--- src/rtl/liteic_pkg.sv ---
// liteic shared definitions: address/data widths, slave address map,
// read connectivity matrix, response codes and the master read node FSM states.
package liteic_pkg;

    localparam int IC_ARADDR_WIDTH     = 32;
    localparam int IC_DATA_WIDTH       = 32;
    localparam int IC_RDATA_WIDTH      = IC_DATA_WIDTH + 2;
    localparam int IC_OFFS_WIDTH       = IC_ARADDR_WIDTH - 12;
    localparam int IC_NUM_MASTER_SLOTS = 2;
    localparam int IC_NUM_SLAVE_SLOTS  = 4;
    localparam int IC_SLV_IDX_WIDTH    =
        (IC_NUM_SLAVE_SLOTS > 1) ? $clog2(IC_NUM_SLAVE_SLOTS) : 1;

    // Upper 12 address bits that select each slave node.
    localparam logic [11:0] IC_SLV_BASE [IC_NUM_SLAVE_SLOTS] =
        '{12'h000, 12'h100, 12'h200, 12'h300};

    // Bit m of entry s set: master m may read slave s.
    localparam logic [IC_NUM_MASTER_SLOTS-1:0]
        IC_RD_CONN_MATRIX [IC_NUM_SLAVE_SLOTS] =
        '{2'b11, 2'b11, 2'b11, 2'b10};

    localparam logic [1:0] IC_RESP_OKAY   = 2'b00;
    localparam logic [1:0] IC_RESP_DECERR = 2'b11;

    typedef enum logic [1:0] {
        RD_IDLE,
        RD_REQ,
        RD_RESP,
        RD_ERR
    } ic_mst_rd_state_t;

endpackage

--- src/rtl/axi_lite_if.sv ---
// AXI-Lite read channels (AR and R).
// slv: node side (accepts AR, returns R); mst: initiator side.
interface axi_lite_if #(
    parameter int AW = 32,
    parameter int DW = 32
);
    logic          ar_valid;
    logic          ar_ready;
    logic [AW-1:0] ar_addr;
    logic          r_valid;
    logic          r_ready;
    logic [DW-1:0] r_data;
    logic [1:0]    r_resp;

    modport slv (
        input  ar_valid, ar_addr, r_ready,
        output ar_ready, r_valid, r_data, r_resp
    );

    modport mst (
        output ar_valid, ar_addr, r_ready,
        input  ar_ready, r_valid, r_data, r_resp
    );
endinterface

--- src/rtl/liteic_priority_cd_s.sv ---
// Priority encoder: lowest set bit of in_vec wins.
// Ports: in_vec (raw requests), onehot (winner), idx (winner index), hit (any set).
module liteic_priority_cd_s #(
    parameter int IN_WIDTH  = 4,
    parameter int IDX_WIDTH = (IN_WIDTH > 1) ? $clog2(IN_WIDTH) : 1
) (
    input  logic [IN_WIDTH-1:0]  in_vec,
    output logic [IN_WIDTH-1:0]  onehot,
    output logic [IDX_WIDTH-1:0] idx,
    output logic                 hit
);
    // Scan from the top so the lowest set bit is written last.
    always_comb begin
        onehot = '0;
        idx    = '0;
        hit    = 1'b0;
        for (int i = IN_WIDTH - 1; i >= 0; i--) begin
            if (in_vec[i]) begin
                onehot    = '0;
                onehot[i] = 1'b1;
                idx       = IDX_WIDTH'(i);
                hit       = 1'b1;
            end
        end
    end
endmodule

--- src/rtl/liteic_master_node_read.sv ---
// Per-master read node: decodes one AXI-Lite read, requests the slave column,
// returns its response, or answers DECERR locally for unmapped/unconnected reads.
// Ports: clk_i, rst_i (async, active-high), mst_axil (AR/R, node side),
// cbar_reqst_* (request column), cbar_resp_* (response column, {data,resp}).
module liteic_master_node_read
    import liteic_pkg::*;
#(
    parameter int MST_IDX = 0
) (
    input  logic                                         clk_i,
    input  logic                                         rst_i,
    axi_lite_if.slv                                      mst_axil,
    output logic [IC_OFFS_WIDTH-1:0]                     cbar_reqst_data_o,
    output logic [IC_NUM_SLAVE_SLOTS-1:0]                cbar_reqst_val_o,
    input  logic [IC_NUM_SLAVE_SLOTS-1:0]                cbar_reqst_rdy_i,
    input  logic [IC_NUM_SLAVE_SLOTS-1:0]                cbar_resp_val_i,
    output logic [IC_NUM_SLAVE_SLOTS-1:0]                cbar_resp_rdy_o,
    input  logic [IC_NUM_SLAVE_SLOTS-1:0][IC_RDATA_WIDTH-1:0] cbar_resp_data_i
);
    ic_mst_rd_state_t              state;
    logic [IC_OFFS_WIDTH-1:0]      addr_r;
    logic [IC_NUM_SLAVE_SLOTS-1:0] sel_r;
    logic [IC_SLV_IDX_WIDTH-1:0]   sel_idx_r;

    logic [IC_NUM_SLAVE_SLOTS-1:0] hit_vec;
    logic [IC_NUM_SLAVE_SLOTS-1:0] dec_onehot;
    logic [IC_SLV_IDX_WIDTH-1:0]   dec_idx;
    logic                          dec_hit;

    logic                          sel_resp_val;
    logic [IC_RDATA_WIDTH-1:0]     sel_resp_data;

    always_comb begin
        hit_vec = '0;
        for (int s = 0; s < IC_NUM_SLAVE_SLOTS; s++) begin
            hit_vec[s] =
                (mst_axil.ar_addr[IC_ARADDR_WIDTH-1 -: 12] == IC_SLV_BASE[s])
                && IC_RD_CONN_MATRIX[s][MST_IDX];
        end
    end

    liteic_priority_cd_s #(
        .IN_WIDTH  (IC_NUM_SLAVE_SLOTS),
        .IDX_WIDTH (IC_SLV_IDX_WIDTH)
    ) u_dec (
        .in_vec (hit_vec),
        .onehot (dec_onehot),
        .idx    (dec_idx),
        .hit    (dec_hit)
    );

    // Only the selected column is ever looked at.
    assign sel_resp_val  = cbar_resp_val_i[sel_idx_r];
    assign sel_resp_data = cbar_resp_data_i[sel_idx_r];

    assign cbar_reqst_data_o = addr_r;

    always_ff @(posedge clk_i or posedge rst_i) begin
        if (rst_i) begin
            state     <= RD_IDLE;
            addr_r    <= '0;
            sel_r     <= '0;
            sel_idx_r <= '0;
        end else begin
            unique case (state)
                RD_IDLE: begin
                    if (mst_axil.ar_valid) begin
                        addr_r    <= mst_axil.ar_addr[IC_OFFS_WIDTH-1:0];
                        sel_r     <= dec_onehot;
                        sel_idx_r <= dec_idx;
                        state     <= dec_hit ? RD_REQ : RD_ERR;
                    end
                end
                RD_REQ: begin
                    if (cbar_reqst_rdy_i[sel_idx_r]) state <= RD_RESP;
                end
                RD_RESP: begin
                    if (sel_resp_val && mst_axil.r_ready) state <= RD_IDLE;
                end
                RD_ERR: begin
                    if (mst_axil.r_ready) state <= RD_IDLE;
                end
                default: state <= RD_IDLE;
            endcase
        end
    end

    // Outputs decode the registered state; RESP passes R through same-cycle.
    always_comb begin
        mst_axil.ar_ready = 1'b0;
        mst_axil.r_valid  = 1'b0;
        mst_axil.r_data   = '0;
        mst_axil.r_resp   = '0;
        cbar_reqst_val_o  = '0;
        cbar_resp_rdy_o   = '0;
        unique case (state)
            RD_IDLE: mst_axil.ar_ready = 1'b1;
            RD_REQ:  cbar_reqst_val_o = sel_r;
            RD_RESP: begin
                mst_axil.r_valid = sel_resp_val;
                {mst_axil.r_data, mst_axil.r_resp} = sel_resp_data;
                cbar_resp_rdy_o = mst_axil.r_ready ? sel_r : '0;
            end
            RD_ERR: begin
                mst_axil.r_valid = 1'b1;
                mst_axil.r_resp  = IC_RESP_DECERR;
            end
            default: ;
        endcase
    end
endmodule

--- src/flat_wrapper.sv ---
// flat-port wrapper written by rule: the top's interface ports become plain ports
module liteic_master_node_read_flat import liteic_pkg::*;
#(
    parameter int MST_IDX = 0
)
  (clk_i, rst_i, cbar_reqst_data_o, cbar_reqst_val_o, cbar_reqst_rdy_i, cbar_resp_val_i, cbar_resp_rdy_o, cbar_resp_data_i, mst_axil_ar_valid, mst_axil_ar_addr, mst_axil_r_ready, mst_axil_ar_ready, mst_axil_r_valid, mst_axil_r_data, mst_axil_r_resp);
  axi_lite_if #(.AW((IC_ARADDR_WIDTH)), .DW(IC_DATA_WIDTH)) mst_axil_i ();
  input  logic clk_i;
  input  logic rst_i;
  output logic [IC_OFFS_WIDTH-1:0] cbar_reqst_data_o;
  output logic [IC_NUM_SLAVE_SLOTS-1:0] cbar_reqst_val_o;
  input  logic [IC_NUM_SLAVE_SLOTS-1:0] cbar_reqst_rdy_i;
  input  logic [IC_NUM_SLAVE_SLOTS-1:0] cbar_resp_val_i;
  output logic [IC_NUM_SLAVE_SLOTS-1:0] cbar_resp_rdy_o;
  input  logic [IC_NUM_SLAVE_SLOTS-1:0][IC_RDATA_WIDTH-1:0] cbar_resp_data_i;
  input wire logic [$bits(mst_axil_i.ar_valid)-1:0] mst_axil_ar_valid;
  input wire logic [$bits(mst_axil_i.ar_addr)-1:0] mst_axil_ar_addr;
  input wire logic [$bits(mst_axil_i.r_ready)-1:0] mst_axil_r_ready;
  output wire logic [$bits(mst_axil_i.ar_ready)-1:0] mst_axil_ar_ready;
  output wire logic [$bits(mst_axil_i.r_valid)-1:0] mst_axil_r_valid;
  output wire logic [$bits(mst_axil_i.r_data)-1:0] mst_axil_r_data;
  output wire logic [$bits(mst_axil_i.r_resp)-1:0] mst_axil_r_resp;
  assign mst_axil_i.ar_valid = mst_axil_ar_valid;
  assign mst_axil_i.ar_addr = mst_axil_ar_addr;
  assign mst_axil_i.r_ready = mst_axil_r_ready;
  assign mst_axil_ar_ready = mst_axil_i.ar_ready;
  assign mst_axil_r_valid = mst_axil_i.r_valid;
  assign mst_axil_r_data = mst_axil_i.r_data;
  assign mst_axil_r_resp = mst_axil_i.r_resp;
  liteic_master_node_read #(.MST_IDX(MST_IDX)) u_core (.clk_i(clk_i), .rst_i(rst_i), .mst_axil(mst_axil_i), .cbar_reqst_data_o(cbar_reqst_data_o), .cbar_reqst_val_o(cbar_reqst_val_o), .cbar_reqst_rdy_i(cbar_reqst_rdy_i), .cbar_resp_val_i(cbar_resp_val_i), .cbar_resp_rdy_o(cbar_resp_rdy_o), .cbar_resp_data_i(cbar_resp_data_i));
endmodule
--- config.mk ---
export PLATFORM = sky130hd
export DESIGN_NAME = liteic_master_node_read_flat
export DESIGN_NICKNAME = d
export VERILOG_FILES = /design/src/rtl/liteic_pkg.sv /design/src/rtl/axi_lite_if.sv /design/src/rtl/liteic_priority_cd_s.sv /design/src/rtl/liteic_master_node_read.sv /design/src/flat_wrapper.sv
export SDC_FILE = /design/constraint.sdc
export NUM_CORES = 1
export LEC_CHECK = 0
export CAP_MARGIN = 30
export CORE_ASPECT_RATIO = 0.7
export CORE_MARGIN = 2
export CORE_UTILIZATION = 34
export DETAILED_ROUTE_END_ITERATION = 10
export PLACE_DENSITY = 0.85
export SYNTH_ARGS = -nofsm -noshare
export SYNTH_HDL_FRONTEND = slang
export SYNTH_HIERARCHICAL = 1
export SYNTH_SLANG_ARGS = --single-unit
--- constraint.sdc ---
create_clock -name clk_i -period 2.7 [get_ports clk_i]
set_input_delay 0.54 -clock clk_i [delete_from_list [all_inputs] [get_ports clk_i]]
set_output_delay 0.54 -clock clk_i [all_outputs]
set_load 0.005 [all_outputs]
Yosys cells after proc, flatten, opt, wreduce, memory -nomap -nowiden
Index checks and enable logic that the tools add are counted.
Storage, ports and cells
  word-level logic and storage cells: 47
  bits of input ports: 180
  output and inout bits: 64
  flip-flop bits (word level): 28
Operators by class
  order comparisons: 1
  eq/ne operators: 9
  reductions and logical operators: 5
  mux-type cells: 28
Operator list (count)
  34-bit binary-select mux with 2-bit select: 1
  34-bit 2-to-1 mux: 1
  32-bit 2-to-1 mux: 1
  4-bit 2-to-1 mux: 5
  2-bit 2-to-1 mux: 8
  12-bit by 10-bit equality test with 1-bit output, second input constant: 1
  12-bit by 9-bit equality test with 1-bit output, second input constant: 1
  12-bit zero test: 1
  2-bit one-hot mux with 4 select lines: 1
  1-bit 2-to-1 mux: 6
  1-bit binary-select mux with 2-bit select: 2
  2-bit equality test, second input constant: 2
  2-bit by 1-bit inequality test with 1-bit output, second input constant: 2
  2-bit inequality test, second input constant: 2
  2-bit one-hot mux with 2 select lines: 1
  4-bit AND reduction: 1
  2-bit by 3-bit < comparator with 1-bit output, second input constant: 1
  3-bit 2-to-1 mux: 1
  2-bit by 1-bit equality test with 1-bit output, second input constant: 1
  2-bit zero test: 1
  1-bit one-hot mux with 2 select lines: 1
  2-bit AND reduction: 1
  1-bit logical AND: 1

Depth between registers and ports, before layout
Gate-level depths: netlist of the first run.
  word-level depth: 7
  gate-level depth with buffers: 8
  depth with buffers taken out: 8

By module
The synthesis of the first run kept the hierarchy.
By module, submodules not included
  liteic_master_node_read: seq. area each 700.7 µm², times used 1, cells each 182, area each 2570.0 µm²
  liteic_priority_cd_s: seq. area each 0.0 µm², times used 1, cells each 11, area each 61.3 µm²

Worst setup path before layout of the first run
Ideal clock, no wire load.
  kind: in2reg
  start point: input mst_axil_ar_addr[25]
  end point: register u_core.state[1]
  setup time: 0.124 ns
  data required time: 2.576 ns
  data arrival time: 1.913 ns
  buffers on the path: 0
  stages on the path: 8
  slack: 0.663 ns
  cells stage by stage: nor4_1 > nand3_1 > nor3_1 > nor2_1 > nand2_1 > nand2b_1 > a221oi_1 > a211o_1
Between the ends
  elaborated cells on any way between the ends: 9
  classes of those cells: eq/ne (2); mux (6); reduce/logical (1)
RTL lines
  start: declaration: line flat_wrapper.sv:17  | input wire logic [$bits(mst_axil_i.ar_addr)-1:0] mst_axil_ar_addr;
  12-bit zero test: line liteic_master_node_read.sv:37  | (mst_axil.ar_addr[IC_ARADDR_WIDTH-1 -: 12] == IC_SLV_BASE[s])
  net u_core.hit_vec[0]: line liteic_master_node_read.sv:25  | logic [IC_NUM_SLAVE_SLOTS-1:0] hit_vec;
  1-bit 2-to-1 mux: line liteic_priority_cd_s.sv:18  | if (in_vec[i]) begin
  net u_core.dec_hit: line liteic_master_node_read.sv:28  | logic dec_hit;
  2-bit 2-to-1 mux: line liteic_master_node_read.sv:71  | state <= dec_hit ? RD_REQ : RD_ERR;
  2-bit 2-to-1 mux: line liteic_master_node_read.sv:67  | if (mst_axil.ar_valid) begin
  2-bit one-hot mux with 4 select lines: line liteic_master_node_read.sv:65  | unique case (state)
  end signal: assignment: line liteic_master_node_read.sv:71
  end: declaration: line liteic_master_node_read.sv:20  | ic_mst_rd_state_t state;
The timed path passes the listed nets, and every way through them passes these cells. The select of a mux whose other input is x is not followed.
A chain may end at the register's enable or synchronous reset.

Worst setup path in the final report of the first run
  start point: input cbar_resp_data_i[2] (netlist bit)
  end point: output mst_axil_r_data[0]
Between the ends
  longest elaborated chain between the ends: 3
Ends and longest elaborated chain
  start: declaration: line flat_wrapper.sv:15  | input logic [IC_NUM_SLAVE_SLOTS-1:0][IC_RDATA_WIDTH-1:0] cbar_resp_data_i;
  34-bit binary-select mux with 2-bit select: line liteic_master_node_read.sv:54  | assign sel_resp_data = cbar_resp_data_i[sel_idx_r];
  34-bit 2-to-1 mux (not written as such): line liteic_master_node_read.sv:54
  32-bit 2-to-1 mux: line liteic_master_node_read.sv:96  | unique case (state)
  end: declaration: line flat_wrapper.sv:21  | output wire logic [$bits(mst_axil_i.r_data)-1:0] mst_axil_r_data;
No other way between the ends. The select of a mux whose other input is x is not followed.

==> impl_metrics.csv, run 1 <==
group,metric,value,unit
status,status,"finished clean",
finish,area_growth,98.95,%
cts,cts_max_level,1,
cts,cts_hold_buf,0,
synth,synthArstFlopShare,100.0,%
grt,gr-usage-met1,27.34,%
routing,via_count,2678,
routing,via_per_inst,5.024,
floorplanning,start_util,35.63,%
cts,path_clk_slew,100,ps
cts,cts_made_buffers,3,
routing,post-route-drc-count,0,
grt,overflow,0,
synth,synth_cell_types,34,
cts,cts.sinks,28,
cts,cts_tree,"built",
synth,yosys-top-cells-area,"dfrtp_1 (27%), mux4_1 (24%), mux2_4 (11%), mux4_2 (9.4%), and2_1 (8.8%)",
floorplanning,coreArea,7385,um^2
critical_path,path_class,"in -> out",
synth,synth_warnings,6,
critical_path,critPathSlowestCell,"mux4_1",
floorplanning,die_w,109.1,um
synth,yosys.area.top_type_share,26.63,%
placed_design,gp_congestion,0.8727,
cts,clockRootBuffer,"clkbuf_8",
synth,ys_seq_elements,28,
routing,first_pass_iters,4,
grt,use_met2,40.12,%
job,max_cap_viol_count,0,
sta,finalMaxSlewViolations,0,
sta,worst_clock_skew,3.153,ps
sta,rsz0062_at_grt,"yes",
critical_path,arrival,2110,ps
finish,n_antenna_cell,0,
synth,synth_flop_cell,"dfrtp_1",
grt,busiest_layer,"met2",
cts,cts.path.max_buffers,2,
critical_path,cpLargestDelayFamily,"buffers and inverters",
grt,grt_pass1_vias,2746,
synth,synthMostInstantiatedCell,"and2_1",
synth,synth-edff-count,0,
critical_path,required,2160,ps
sta,fmax,0.3767,GHz
placed_design,dp_hpwl,8571,um
critical_path,cp_max_fo,1,
synth,yosysTopAreaCell,"dfrtp_1",
floorplanning,num_io_pins,244,
floorplanning,die_area,8470,um^2
finish,design_area,5235,um^2
power,p_per_area,770.0,nW/um^2
sta,period_share,98.33,%
grt,grt_first_pass_wirelength,14920,um
routing,drt_iter0_drc,108,
synth,syn_inst,193,
finish,fin_util,70.89,%
synth,yosysSeqAreaShare,26.63,%
synth,synth_common_cells,"and2_1 (37), dfrtp_1 (28), mux4_1 (24)",
finish,nets,616,
power,ir_worst_vdd,0.4727,mV
synth,netlist_area,2631,um^2
min_path,hold_path.class,"reg -> reg",
grt,grt_max_degree,34,
synth,syn_avg_cell_area,13.63,um^2
floorplanning,rows,26,
sta,whs,512.7,ps
critical_path,worstPathCellList,"clkdlybuf4s50_1 -> mux4_1 -> and2_1 -> clkdlybuf4s50_1",
routing,antenna_left,0,
power,p_leak,2.149,nW
grt,grt_usage,23.26,%
critical_path,worstSetupEndpointType,"output pin",
floorplanning,die_height,77.60,um
grt,antenna_found_initial,0,
routing,wirelength,10230,um
finish,drive_above_1_share,14.71,%
sta,fin_crit,2655,ps
critical_path,start_kind,"primary input",
routing,wl_per_cell,19.19,um
sta,setup_viol,0,
cts,insertion_delay,280,ps
sta,finalHoldViolations,0,
critical_path,cp_common_cell,"clkdlybuf4s50_1",
critical_path,crit_buf_inv,2,
placed_design,port_buffers,243,
placed_design,dpl_cell_area,5145,um^2
critical_path,cpPeakStageDelay,500,ps
grt,use_met3,7.647,%
==> cells by family after synthesis <==
family          after synthesis  share of synthesized area [%]
flops                        28                          26.63
simple gates                 71                          16.17
mux                          65                          48.93
buf+inv                      22                          6.419
other cells                   1                         0.1425
compound gates                6                          1.712
==> cells in the final DEF (no fill, tap or decap), types with 3 or more instances in the layout <==
cell type,instances
mux4_1,21
clkbuf_8,3
mux2i_1,3
inv_1,4
nor3_1,3
dfrtp_1,27
mux4_2,14
mux2_4,20
dlymetal6s2s_1,3
nor2_1,10
and3_1,5
mux2_2,7
buf_4,9
clkdlybuf4s50_1,240
buf_12,3
and2_1,37
==> final cells by class <==
type	instances	area (um^2)
clock buffers	3	41.29
clock inverters	1	30.03
inverters	4	15.01
repair buffers	255	2567
multi-input cells	144	1757
flip-flops and latches	28	701.9
fillers	576	2150
well taps	98	122.6
==> state kept, by name, summed over array words and instances, names as in the netlist <==
name                      cells
u_core/state                  2
u_core/cbar_reqst_data_o     20
u_core/sel_r                  4
u_core/sel_idx_r              2
==> worst paths after layout <==
| check | end | depth (start not counted) | startpoint | slack, ps |
|---|---|---|---|---|
| max in group asynchronous | u_core/sel_idx_r[0]$_DFFE_PP0P_ | 3 | rst_i | 1790 |
| min reg2reg | u_core/cbar_reqst_data_o[6]$_DFFE_PP0P_ | 1 | u_core/cbar_reqst_data_o[6]$_DFFE_PP0P_ | 510 |
| max | mst_axil_r_data[0] | 4 | cbar_resp_data_i[2] | 50 |
| max reg2reg | u_core/cbar_reqst_data_o[5]$_DFFE_PP0P_ | 3 | u_core/state[0]$_DFFE_PP0P_ | 1090 |
| min in group asynchronous | u_core/cbar_reqst_data_o[7]$_DFFE_PP0P_ | 3 | rst_i | 620 |
| min | u_core/cbar_reqst_data_o[6]$_DFFE_PP0P_ | 1 | u_core/cbar_reqst_data_o[6]$_DFFE_PP0P_ | 510 |
==> metal layers <==
| metal | wire length, um | part of all wire (%) |
|---|---|---|
| met5 | 0 | 0 |
| met4 | 315 | 3.1 |
| met3 | 1066 | 10 |
| met2 | 4974 | 49 |
| met1 | 3874 | 38 |
==> power breakdown <==
part | leakage, nW | total (W) | internal, W | switching (W)
clock | 0.0357 | 0.000337 | 0.000199 | 0.000139
sequential | 0.336 | 0.000762 | 0.000613 | 0.000149
combinational | 1.78 | 0.00293 | 0.00196 | 0.000967
total | 2.15 | 0.00403 | 0.00278 | 0.00126
==> what timing repair did <==
action	in CTS	in global routing
setup endpoints to repair	0	15
setup buffers	0	3
gates resized for setup	0	6
hold endpoints to repair	0	0
==> stage by stage <==
| step | cells | setup WS [ps] | setup TNS, ps | total power [W] |
|---|---|---|---|---|
| finish | 533 | 45.03 | 0 | 0.004031 |
| global route | 533 | -27.68 | -107.2 | 0.004253 |
| CTS | 530 | 7.861 | 0 | 0.004031 |
| detailed placement | 526 | 17.08 | 0 | 0.003678 |
| global placement | 526 | 47.67 | 0 | 0.003615 |
| floorplan | 194 | 663.4 | 0 | 0.002298 |
(Power assumes the default switching activity.)
==> inputs of run 2 (changes only) <==
Settings changed: CAP_MARGIN 30 to default, SLEW_MARGIN from default to 5.
==> results of run 2 <==
The final DEF is identical to that of run 1; final timing and power are the same.
==> inputs of run 3 (changes only) <==
Settings changed: CORE_AREA from default to 2 2 94 96, CORE_ASPECT_RATIO 0.7 to default, CORE_MARGIN 2 to default, CORE_UTILIZATION 34 to default, DIE_AREA from default to 0 0 96 98, DONT_BUFFER_PORTS from default to 1, PLACE_DENSITY 0.85 to 0.42.
==> impl_metrics.csv, run 3 (synthesis results as in run 1) <==
group,metric,value,unit
routing,first_pass_iters,4,
finish,largest_register_ffs,20,
power,p_per_area,1020,nW/um^2
routing,antenna_left,0,
power,power_frac_clock,11.8,%
sta,fin_crit,2510,ps
grt,grt_first_pass_wirelength,11410,um
finish,nets,366,
floorplanning,num_io_pins,244,
job,max_cap_viol_count,0,
placed_design,port_buffers,0,
sta,fmax,0.3985,GHz
grt,antenna_found_initial,4,
floorplanning,start_util,31.08,%
power,swShare,37.05,%
finish,nFillCells,827,
routing,wirelength,8212,um
status,status,"finished clean",
placed_design,dp_hpwl,7036,um
critical_path,arrival,1970,ps
grt,grt_usage,16.19,%
cts,cts_hold_buf,0,
finish,fin_util,32.50,%
sta,worstMarginPinSlew,772.2,ps
critical_path,ff2ff_path_depth,4,
power,pwr-share-seq,29.7,%
critical_path,required,2160,ps
floorplanning,die_area,9408,um^2
floorplanning,die_height,98,um
cts,cts_tree,"built",
sta,finalMaxSlewViolations,0,
cts,cts.path.max_buffers,2,
cts,cts.sinks,28,
placed_design,gp_congestion,0.7951,
finish,final_common_cell,"and2_1",
sta,finalHoldViolations,0,
min_path,hold_path.class,"in -> async",
sta,tns,0,ps
floorplanning,coreArea,8466,um^2
routing,via_count,1737,
sta,period_share,92.95,%
sta,slew_headroom,48.46,%
critical_path,worstSetupEndpointType,"output pin",
power,p_leak,1.137,nW
critical_path,start_kind,"flip-flop",
cts,cts_made_buffers,3,
routing,wl_per_cell,27.65,um
floorplanning,rows,34,
critical_path,cp_max_fo,27,
cts,postCtsSetupRepairBufs,0,
power,p_sw,0.001040,W
power,pwr-share-comb,58.5,%
grt,grt_pass1_vias,1913,
finish,drive_above_1_share,29.19,%
cts,post_cts_resized,0,
routing,drt_iter0_drc,17,
finish,final_cell_mix,"and2_1 (37), dfrtp_1 (27), mux4_1 (24)",
cts,path_clk_slew,90,ps
grt,overflow,0,
sta,setup_viol,0,
critical_path,path_class,"reg -> out",
sta,worst_clock_skew,4.139,ps
power,ir_worst_vdd,0.3583,mV
routing,post-route-drc-count,0,
sta,rsz0062_at_grt,"no",
cts,cts_max_level,1,
cts,clockRootBuffer,"clkbuf_8",
power,p_int,0.001767,W
floorplanning,die_w,96,um
finish,area_growth,4.565,%
routing,via_per_inst,5.848,
grt,grt_max_degree,40,
cts,insertion_delay,270,ps
run 3: cell count changes in the layout (fill, tap and decap cells not counted):
| cell | delta |
|---|---|
| clkdlybuf4s50_1 | -240 |
| mux4_2 | -3 |
| buf_12 | -2 |
| dlymetal6s2s_1 | -3 |
| mux4_1 | +3 |
| diode_2 | +4 |
| buf_4 | -5 |
run 3: path summary, 6_finish.rpt:
check | from | end | slack [ps]
max | u_core/sel_idx_r[0]$_DFFE_PP0P_ | mst_axil_r_data[24] | 190
min | rst_i | u_core/cbar_reqst_data_o[13]$_DFFE_PP0P_ | 280
max reg2reg | u_core/sel_idx_r[0]$_DFFE_PP0P_ | u_core/state[1]$_DFFE_PP0P_ | 910
min reg2reg | u_core/sel_idx_r[1]$_DFFE_PP0P_ | u_core/sel_idx_r[1]$_DFFE_PP0P_ | 520
max in group asynchronous | rst_i | u_core/cbar_reqst_data_o[2]$_DFFE_PP0P_ | 1800
min in group clk_i | mst_axil_ar_addr[7] | u_core/cbar_reqst_data_o[7]$_DFFE_PP0P_ | 400
run 3: cell type report:
class / count / area (um^2) / area share (%)
diodes: 4 / 10.01 / 0.3638
clock buffers: 3 / 41.29 / 1.501
clock inverters: 1 / 30.03 / 1.091
inverters: 4 / 15.01 / 0.5457
multi-input cells: 144 / 1768 / 64.26
flip-flops and latches: 28 / 701.9 / 25.51
well taps: 108 / 135.1 / 4.911
repair buffers: 5 / 50.05 / 1.819
run 3: power by group through the flow:
stage / combinational [W] / clock, W / sequential (W)
after global placement: 0.00160 / 0 / 0.000837
after global routing: 0.00179 / 0.000353 / 0.000868
after floorplan: 0.00157 / 0 / 0.000732
final: 0.00164 / 0.000331 / 0.000834
after CTS: 0.00167 / 0.000339 / 0.000843
after detailed placement: 0.00167 / 0 / 0.000847
run 3: metrics by stage:
step           area, um^2  power [W]  hold slack, ps  cells  worst slack [ps]
4_1_cts              2741   0.002851           299.3    293             153.9
3_3_place_gp         2670   0.002441           498.3    289             508.8
6_report             2751   0.002806           280.5    297             190.3
3_5_place_dp         2670   0.002517           497.7    289             454.4
5_1_grt              2749   0.003007           331.6    296             75.21
2_1_floorplan        2635   0.002298           487.6    194             663.4
run 3: layer usage:
metal,vias to the layer above,share of wire [%],track usage [%]
li1,736,-,-
met1,862,33,16.75
met2,133,56,30.07
met3,6,10,6.404
met4,0,0.41,3.516
met5,-,0,0
run 3: worst max-delay path, cell delays in order (launching register included):
cell	delay (ps)
dfrtp_2	620
buf_12	270
mux4_1	580
and2_1	220
